`src/rtl/adat_rx_smux_scheduler.sv`:
```
// ADAT receive-side S/MUX scheduler.
// Captures each decoded 8-slot frame, de-interleaves S/MUX2/S/MUX4 slot order
// and replays the samples as a time-ordered valid/ready beat stream.
// A second frame buffer absorbs downstream stalls. Frames that arrive while
// both buffers are occupied are dropped and counted.
module adat_rx_smux_scheduler #(
  parameter int DATA_W     = 24,
  parameter int DROP_CNT_W = 8
) (
  input  logic                        i_clk,
  input  logic                        i_rst,
  input  logic                        i_frame_valid,
  input  logic [7:0][DATA_W-1:0]      i_channels,
  input  logic [1:0]                  i_smux_mode,
  input  logic                        i_locked,
  output logic [DATA_W-1:0]           o_tdata,
  output logic [2:0]                  o_tchan,
  output logic [1:0]                  o_tphase,
  output logic                        o_tlast,
  output logic                        o_tvalid,
  input  logic                        i_tready,
  output logic                        o_busy,
  output logic                        o_overrun,
  output logic                        o_abort,
  output logic [DROP_CNT_W-1:0]       o_drop_count
);

  typedef enum logic {ST_IDLE, ST_EMIT} state_t;

  state_t                   r_state, w_state_nxt;
  logic [7:0][DATA_W-1:0]   r_act_data, r_pend_data;
  logic [1:0]               r_act_mode, r_pend_mode;
  logic                     r_pend_full;
  logic [2:0]               r_beat, w_beat_nxt;
  logic                     r_overrun, r_abort;
  logic [DROP_CNT_W-1:0]    r_drop_count;

  logic       w_busy, w_accept, w_flush, w_hs, w_last_hs;
  logic [1:0] w_in_mode;
  logic       w_load_act_in, w_load_act_pend, w_load_pend, w_clear_pend, w_drop;
  logic [2:0] w_slot;

  // Reserved mode 3 is folded to plain 8-channel mode when the frame is captured
  assign w_in_mode = (i_smux_mode == 2'd3) ? 2'd0 : i_smux_mode;
  assign w_busy    = (r_state == ST_EMIT) || r_pend_full;
  assign w_accept  = i_frame_valid && i_locked;
  assign w_flush   = w_busy && !i_locked;
  assign w_hs      = (r_state == ST_EMIT) && i_tready;
  assign w_last_hs = w_hs && (r_beat == 3'd7);

  // FSM state register
  always_ff @(posedge i_clk or posedge i_rst) begin
    if (i_rst) begin
      r_state <= ST_IDLE;
      r_beat  <= 3'd0;
    end else begin
      r_state <= w_state_nxt;
      r_beat  <= w_beat_nxt;
    end
  end

  // Next-state and buffer-control decisions; lock loss overrides everything
  always_comb begin
    w_state_nxt     = r_state;
    w_beat_nxt      = r_beat;
    w_load_act_in   = 1'b0;
    w_load_act_pend = 1'b0;
    w_load_pend     = 1'b0;
    w_clear_pend    = 1'b0;
    w_drop          = 1'b0;
    if (w_flush) begin
      w_state_nxt = ST_IDLE;
      w_beat_nxt  = 3'd0;
    end else begin
      case (r_state)
        ST_IDLE: begin
          if (w_accept) begin
            w_load_act_in = 1'b1;
            w_beat_nxt    = 3'd0;
            w_state_nxt   = ST_EMIT;
          end
        end
        ST_EMIT: begin
          if (w_hs) w_beat_nxt = r_beat + 3'd1;
          if (w_last_hs) begin
            if (r_pend_full) begin
              w_load_act_pend = 1'b1;
              if (w_accept) w_load_pend  = 1'b1;
              else          w_clear_pend = 1'b1;
            end else if (w_accept) begin
              w_load_act_in = 1'b1;
            end else begin
              w_state_nxt = ST_IDLE;
            end
          end else if (w_accept) begin
            if (r_pend_full) w_drop      = 1'b1;
            else             w_load_pend = 1'b1;
          end
        end
        default: w_state_nxt = ST_IDLE;
      endcase
    end
  end

  // Frame buffers, event pulses and the saturating drop counter
  always_ff @(posedge i_clk or posedge i_rst) begin
    if (i_rst) begin
      r_act_data   <= '0;
      r_act_mode   <= 2'd0;
      r_pend_data  <= '0;
      r_pend_mode  <= 2'd0;
      r_pend_full  <= 1'b0;
      r_overrun    <= 1'b0;
      r_abort      <= 1'b0;
      r_drop_count <= '0;
    end else begin
      r_overrun <= w_drop;
      r_abort   <= w_flush;
      if (w_flush) begin
        r_act_data  <= '0;
        r_act_mode  <= 2'd0;
        r_pend_data <= '0;
        r_pend_mode <= 2'd0;
        r_pend_full <= 1'b0;
      end else begin
        if (w_load_act_in) begin
          r_act_data <= i_channels;
          r_act_mode <= w_in_mode;
        end else if (w_load_act_pend) begin
          r_act_data <= r_pend_data;
          r_act_mode <= r_pend_mode;
        end
        if (w_load_pend) begin
          r_pend_data <= i_channels;
          r_pend_mode <= w_in_mode;
          r_pend_full <= 1'b1;
        end else if (w_clear_pend) begin
          r_pend_full <= 1'b0;
        end
      end
      if (w_drop && (r_drop_count != {DROP_CNT_W{1'b1}}))
        r_drop_count <= r_drop_count + DROP_CNT_W'(1);
    end
  end

  // Beat-to-slot de-interleave; outputs are held at zero while no beat is offered
  always_comb begin
    w_slot   = r_beat;
    o_tchan  = 3'd0;
    o_tphase = 2'd0;
    o_tlast  = 1'b0;
    o_tdata  = '0;
    case (r_act_mode)
      2'd1: begin
        w_slot   = {r_beat[1:0], r_beat[2]};
        o_tchan  = {1'b0, r_beat[1:0]};
        o_tphase = {1'b0, r_beat[2]};
        o_tlast  = (r_beat[1:0] == 2'd3);
      end
      2'd2: begin
        w_slot   = {r_beat[0], r_beat[2:1]};
        o_tchan  = {2'b00, r_beat[0]};
        o_tphase = r_beat[2:1];
        o_tlast  = r_beat[0];
      end
      default: begin
        w_slot   = r_beat;
        o_tchan  = r_beat;
        o_tphase = 2'd0;
        o_tlast  = (r_beat == 3'd7);
      end
    endcase
    o_tdata = r_act_data[w_slot];
    if (r_state != ST_EMIT) begin
      o_tchan  = 3'd0;
      o_tphase = 2'd0;
      o_tlast  = 1'b0;
      o_tdata  = '0;
    end
  end

  assign o_tvalid     = (r_state == ST_EMIT);
  assign o_busy       = w_busy;
  assign o_overrun    = r_overrun;
  assign o_abort      = r_abort;
  assign o_drop_count = r_drop_count;

endmodule

```
`config.mk`:
```
export PLATFORM = sky130hd
export DESIGN_NAME = adat_rx_smux_scheduler
export DESIGN_NICKNAME = d
export VERILOG_FILES = /design/src/rtl/adat_rx_smux_scheduler.sv
export SDC_FILE = /design/constraint.sdc
export NUM_CORES = 1
export LEC_CHECK = 0
export CAP_MARGIN = 25
export CORE_MARGIN = 1.5
export CORE_UTILIZATION = 56
export DETAILED_ROUTE_END_ITERATION = 16
export GPL_ROUTABILITY_DRIVEN = 0
export GPL_TIMING_DRIVEN = 0
export PLACE_DENSITY = 0.86
export SLEW_MARGIN = 30
export SYNTH_ARGS = -nofsm -noshare
export SYNTH_HDL_FRONTEND = slang
export SYNTH_SLANG_ARGS = --single-unit
```
`constraint.sdc`:
```
create_clock -name i_clk -period 14.2 [get_ports i_clk]
set_clock_uncertainty 0.1 [all_clocks]
set_input_delay 1.42 -clock i_clk [delete_from_list [all_inputs] [get_ports i_clk]]
set_output_delay 1.42 -clock i_clk [all_outputs]
set_load 0.02 [all_outputs]
```
==> flow_metrics.tcl, run 1 <==
set metrics [dict create \
    status "completed" \
    route.detailed.drc 0 \
    clkTransAtPathRegs_ns 0.06 \
    slew-limit-headroom 0.4211 \
    port_buffers 240 \
    finalCritPeriodShare 0.3890 \
    met1_usage 0.4554 \
    worstHoldStart "o_drop_count[7]" \
    fmax_mhz 181.0 \
    max_slew.worst_pin.slew_ns 0.8646 \
    grt_usage 0.3356 \
    clkLatencyLatePin_ns 0.55 \
    routed_wl_um 61180 \
    numCtsBuffers 42 \
    gr-usage-met2 0.5109 \
    dr.pass1.iters 6 \
    area_growth_pct 23.28 \
    ant_nets 0 \
    grt_max_degree 96 \
    die_area_um2 36120 \
    syn_avg_cell_area_um2 9.286 \
    ys_top_cells_by_count "nand2_1, dfrtp_1, o21ai_0" \
    synth_top_area_cell "dfrtp_1" \
    cp.required_ns 12.68 \
    startpoint_type "flip-flop" \
    first_iter_violations 2029 \
    root_buffer "clkbuf_16" \
    dp.cells 2809 \
    critical_path_class "reg2out" \
    rows 68 \
    p_per_area_nw_per_um2 125.5 \
    post_cts_buffers 0 \
    grt_busiest_layer "met2" \
    grt_pass1_vias 16870 \
    preCtsSetupSlack_ns 9.461 \
    post-synth-top-count-cell "nand2_1" \
    endpoint_kind "primary output" \
    layout.cells.non_filler 2885 \
    synth_edf_count 0 \
    arrival_ns 4.00 \
    worst_ir_drop_vdd_mv 0.1060 \
    slew_viol_final 0 \
    antenna_found_initial 3 \
    wl_per_cell_um 21.21 \
    finalSetupViolations 0 \
    dp_hpwl_um 44190 \
    seq_area_frac_synth 0.5147 \
    grt_util_met3 0.07452 \
    synthFlopType "dfrtp_1" \
    min_delay_worst_endpoint "o_drop_count[7]" \
    crit_fanout 10 \
    yosysTopAreaCellShare 0.5147 \
    timing.rr.end "r_pend_mode[0]" \
    setup_ws_ns 8.676 \
    io_pins 241 \
    core-area_um2 34460 \
    min_period_ns 5.524 \
    place_area_um2 22680 \
    yosys-top-cells-area "dfrtp_1, nand2_1, mux2i_1" \
    netlist_area_um2 19590 \
    final_area_um2 24150 \
    cts.sinks 403 \
    hp-class "reg2reg" \
    hold_buffers 0 \
    synth.distinct_cells 49 \
    hold_depth 1 \
    overflow 0 \
    rr_startpoint "r_beat[0]" \
    clk_path_buf_depth 3 \
    cts_resized 0 \
    maxCapViolations 0 \
    dieHeight_um 190.0 \
    syn-instance-count 2110 \
    layout.nets 2603 \
    die_w_um 190.0 \
    hold_viol_final 0 \
    syn-num-nets 2315 \
    async_flop_share 1.000 \
    synth_warnings 0 \
    p_leak_nw 10.11 \
    drive_gt1_frac 0.06916 \
    vias_per_cell 6.108 \
    grt_pass1_wl_um 93460 \
    synth-seq-cells 403 \
    reg2reg_slack_ns 10.98 \
    cts_max_level 2 \
    rsz0062_at_grt "false" \
    start_util 0.5686 \
    cts_tree "built" \
    rr_worst_depth 11 \
    vias 17620 \
]
## kinds of logic (layout without fill, tap and decap cells)
logic type,after synthesis,after routing,synth area share
and+or+nand+nor,692,692,0.1373
AOI/OAI and AO/OA,576,576,0.1682
DFF,403,403,0.5147
muxes,229,229,0.1177
buffers and inverters,197,516,0.05511
xor gates and xnor gates,7,7,0.003129
adders and majority gates,6,6,0.003832
other,0,1,0
## routing by layer
layer,wire (µm),up-vias,part of all wire
met5,9,-,0.00015
met4,3309,2,0.054
met3,6941,196,0.11
met2,27330,1094,0.45
met1,23600,8508,0.39
li1,-,7823,-
## state kept, by name, indices dropped and copies added, names as in the netlist
register and cells:
r_pend_full 1, r_pend_data 192, r_beat 3, r_act_data 192, o_drop_count 8, r_pend_mode 2
o_tvalid 1, r_act_mode 2, o_overrun 1, o_abort 1
## layout make-up
type | instances | area, µm²
multi-input combinational | 1510 | 8428
fill | 2429 | 10300
sequential | 403 | 10080
tap | 455 | 569.3
timing repair buffer | 244 | 2512
antenna | 1 | 2.502
clock buffer | 63 | 1284
inverter | 23 | 93.84
buffer | 174 | 993.5
clock inverter | 12 | 185.2
## worst max-delay path: stages, from the launching register on
cell,delay (ns)
dfrtp_1,0.41
inv_1,0.06
ha_1,0.30
buf_2,0.19
clkbuf_1,0.22
nor2_1,0.57
a222oi_1,0.25
a221oi_1,0.54
o21a_1,0.29
clkdlybuf4s50_1,0.63
## stage by stage
step                TNS [ns]  total power [W]  hold slack (ns)    util
floorplan                  0         0.001623           0.3492       -
global placement     -988.34         0.001825           0.3634  0.6548
detailed placement         0         0.001852           0.3713  0.6582
CTS                        0         0.003013           0.3835  0.7009
global route               0         0.003124           0.3912  0.7009
finish                     0         0.003032           0.3810  0.7009
## cell usage in the layout, fill, tap and decap left out, drive strengths merged, types with 3 or more instances in the layout
| cell type | count |
|---|---|
| a222oi | 9 |
| bufinv | 5 |
| and2 | 3 |
| clkdlybuf4s50 | 240 |
| nand3 | 18 |
| nand2 | 643 |
| mux2i | 218 |
| nor2 | 10 |
| xor2 | 3 |
| nor2b | 3 |
| mux2 | 11 |
| a22o | 16 |
| o21a | 10 |
| clkinv | 7 |
| a22oi | 26 |
| dfrtp | 403 |
| inv | 23 |
| and3 | 4 |
| o21ai | 407 |
| xnor2 | 4 |
| o311ai | 14 |
| buf | 82 |
| a21oi | 53 |
| ha | 6 |
| nand4 | 4 |
| clkbuf | 159 |
| a221oi | 25 |
## how the worst max path moves through the flow
stage                              from               to  slack, ns  cells past startpoint
after floorplan                   i_rst          o_abort       1.47                      1
after global placement            i_rst  r_pend_data[49]      -2.49                      2
after detailed placement  r_act_mode[0]       o_tdata[6]       9.46                     10
after CTS                 r_act_mode[0]       o_tdata[6]       8.89                     10
after global routing      r_act_mode[0]      o_tdata[11]       8.63                     10
final                     r_act_mode[0]      o_tdata[20]       8.68                      9
## where the power goes
part,total [W],internal (W),switching [W]
registers,0.00133,0.00125,0.0000816
clock network,0.00117,0.000714,0.000459
logic,0.000525,0.000206,0.000319
total,0.00303,0.00217,0.000860
(Power assumes the default switching activity.)
==> inputs of run 2 (changes only) <==
--- a/config.mk
+++ b/config.mk
@@ -7,11 +7,11 @@
 export LEC_CHECK = 0
 export CAP_MARGIN = 25
 export CORE_MARGIN = 1.5
-export CORE_UTILIZATION = 56
+export CORE_UTILIZATION = 51
 export DETAILED_ROUTE_END_ITERATION = 16
 export GPL_ROUTABILITY_DRIVEN = 0
 export GPL_TIMING_DRIVEN = 0
-export PLACE_DENSITY = 0.86
+export PLACE_DENSITY = 0.83
 export SLEW_MARGIN = 30
 export SYNTH_ARGS = -nofsm -noshare
 export SYNTH_HDL_FRONTEND = slang
==> constraint.sdc (replaced) <==
create_clock -name i_clk -period 5 [get_ports i_clk]
set_clock_uncertainty 0.1 [all_clocks]
set_input_delay 0.5 -clock i_clk [delete_from_list [all_inputs] [get_ports i_clk]]
set_output_delay 0.5 -clock i_clk [all_outputs]
set_load 0.02 [all_outputs]
==> flow_metrics.tcl, run 2 (synthesized netlist as in run 1, its figures left out) <==
set metrics [dict create \
    cts.sinks 403 \
    vias 17680 \
    port_buffers 240 \
    rows 71 \
    status "completed" \
    met1_usage 0.4426 \
    p_sw_w 0.002466 \
    p_per_area_nw_per_um2 358.6 \
    post_cts_buffers 0 \
    numCtsBuffers 42 \
    rr_worst_depth 11 \
    hp-class "in2async" \
    place_area_um2 22980 \
    root_buffer "clkbuf_16" \
    cp.required_ns 4.40 \
    hold_viol_final 0 \
    layout.nets 2614 \
    cts_tree "built" \
    p_clk_frac 0.398 \
    dp_hpwl_um 46390 \
    finalCritPeriodShare 0.9506 \
    startpoint_type "flip-flop" \
    slew-limit-headroom 0.4127 \
    rr_startpoint "r_beat[0]" \
    fill_cells 2884 \
    overflow 0 \
    p_sw_frac 0.2803 \
    total_power_w 0.008798 \
    cts_max_level 2 \
    endpoint_kind "primary output" \
    final_common_cell "nand2_1" \
    max_slew.worst_pin.slew_ns 0.8800 \
    seqPwrFrac 0.430 \
    grt_max_degree 33 \
    antenna_found_initial 2 \
    reg2reg_slack_ns 1.77 \
    slew_viol_final 0 \
    wl_per_cell_um 21.18 \
    ant_nets 0 \
    first_iter_violations 2064 \
    hold_buffers 0 \
    gr-usage-met2 0.4785 \
    die_area_um2 39600 \
    grt_util_met3 0.04866 \
    mostFrequentLayoutCells "nand2_1, dfrtp_1, o21ai_0, clkdlybuf4s50_1, mux2i_1" \
    p_leak_nw 10.24 \
    final_area_um2 24530 \
    die_w_um 199 \
    crit_fanout 10 \
    fmax_mhz 210.4 \
    drive_gt1_frac 0.07491 \
    critical_path_class "reg2out" \
    cts_resized 0 \
    worst_ir_drop_vdd_mv 0.2661 \
    crit_path_end "o_tdata[10]" \
    grt_usage 0.3181 \
    clk_path_buf_depth 3 \
    n_antenna_cell 0 \
    route.detailed.drc 0 \
    grt_pass1_vias 17150 \
    area_growth_pct 25.21 \
    multiInputGateArea_um2 8428 \
    dieHeight_um 199 \
    fin_util 0.6498 \
    start_util 0.5189 \
    rsz0062_at_grt "false" \
    core-area_um2 37760 \
    clkLatencyLatePin_ns 0.55 \
    routed_wl_um 62550 \
    min_period_ns 4.753 \
    maxCapViolations 0 \
    register_area_um2 10080 \
    timing.rr.end "r_pend_data[191]" \
    crit_start "r_act_mode[0]" \
    io_pins 241 \
    vias_per_cell 5.984 \
    power_frac_comb 0.172 \
    clkTransAtPathRegs_ns 0.07 \
    fin_tns_setup_ns 0 \
    grt_busiest_layer "met2" \
    dr.pass1.iters 10 \
    grt_pass1_wl_um 96200 \
    finalSetupViolations 0 \
    arrival_ns 4.15 \
    cellInternalPower_w 0.006332 \
]
==> run 2: cell types whose count changed in the layout (fill, tap and decap cells not counted) <==
cell,previous run,this run
clkinvlp_4,0,3
clkbuf_1,105,104
buf_12,0,10
inv_8,1,0
clkbuf_8,9,8
buf_16,4,5
diode_2,1,0
bufinv_16,5,8
==> run 2: final cells by class <==
class,count,area share
buffer,174,0.04050
clock buffer,61,0.05161
clock inverter,17,0.01183
inverter,23,0.003672
multi-input combinational,1510,0.3436
sequential,403,0.4111
tap,511,0.02606
timing repair buffer,255,0.1117
==> run 2: critical path: stages (launching register included) <==
cell and delay, ns:
dfrtp_1 0.41, inv_1 0.07, ha_1 0.29, buf_2 0.18
clkbuf_1 0.24, clkbuf_1 0.32, o311ai_0 0.57, o21ai_0 0.19
a221oi_1 0.58, clkdlybuf4s50_1 0.74
==> run 2: through the flow <==
step	hold slack [ns]	std cells	setup slack [ns]
after floorplan	0.3492	2110	-1.028
after global placement	0.3651	2861	-3.285
after detailed placement	0.3705	2876	1.082
after CTS	0.3130	2954	0.5243
after global routing	0.3416	2954	0.2342
final	0.2943	2954	0.2471
==> run 2: layer usage <==
metal,up-vias,routed length [µm]
met5,-,12
met2,982,27680
met1,8627,25210
li1,7848,-
met4,2,3833
met3,218,5819
==> run 2: how the worst min path moves through the flow <==
| stage | to | slack [ns] | depth (start not counted) |
|---|---|---|---|
| 2_1_floorplan | r_act_data[0] | 0.35 | 2 |
| 3_3_place_gp | r_act_data[28] | 0.37 | 2 |
| 3_5_place_dp | r_act_data[29] | 0.37 | 2 |
| 4_1_cts | r_pend_data[186] | 0.31 | 2 |
| 5_1_grt | r_pend_data[184] | 0.34 | 2 |
| 6_report | r_pend_data[186] | 0.29 | 2 |
==> run 2: power groups by stage <==
stage / combinational, W / clock (W) / sequential (W)
finish: 0.00151 / 0.00350 / 0.00378
global placement: 0.00138 / 0 / 0.00381
detailed placement: 0.00146 / 0 / 0.00382
global route: 0.00163 / 0.00364 / 0.00380
CTS: 0.00148 / 0.00352 / 0.00377
floorplan: 0.000858 / 0 / 0.00375
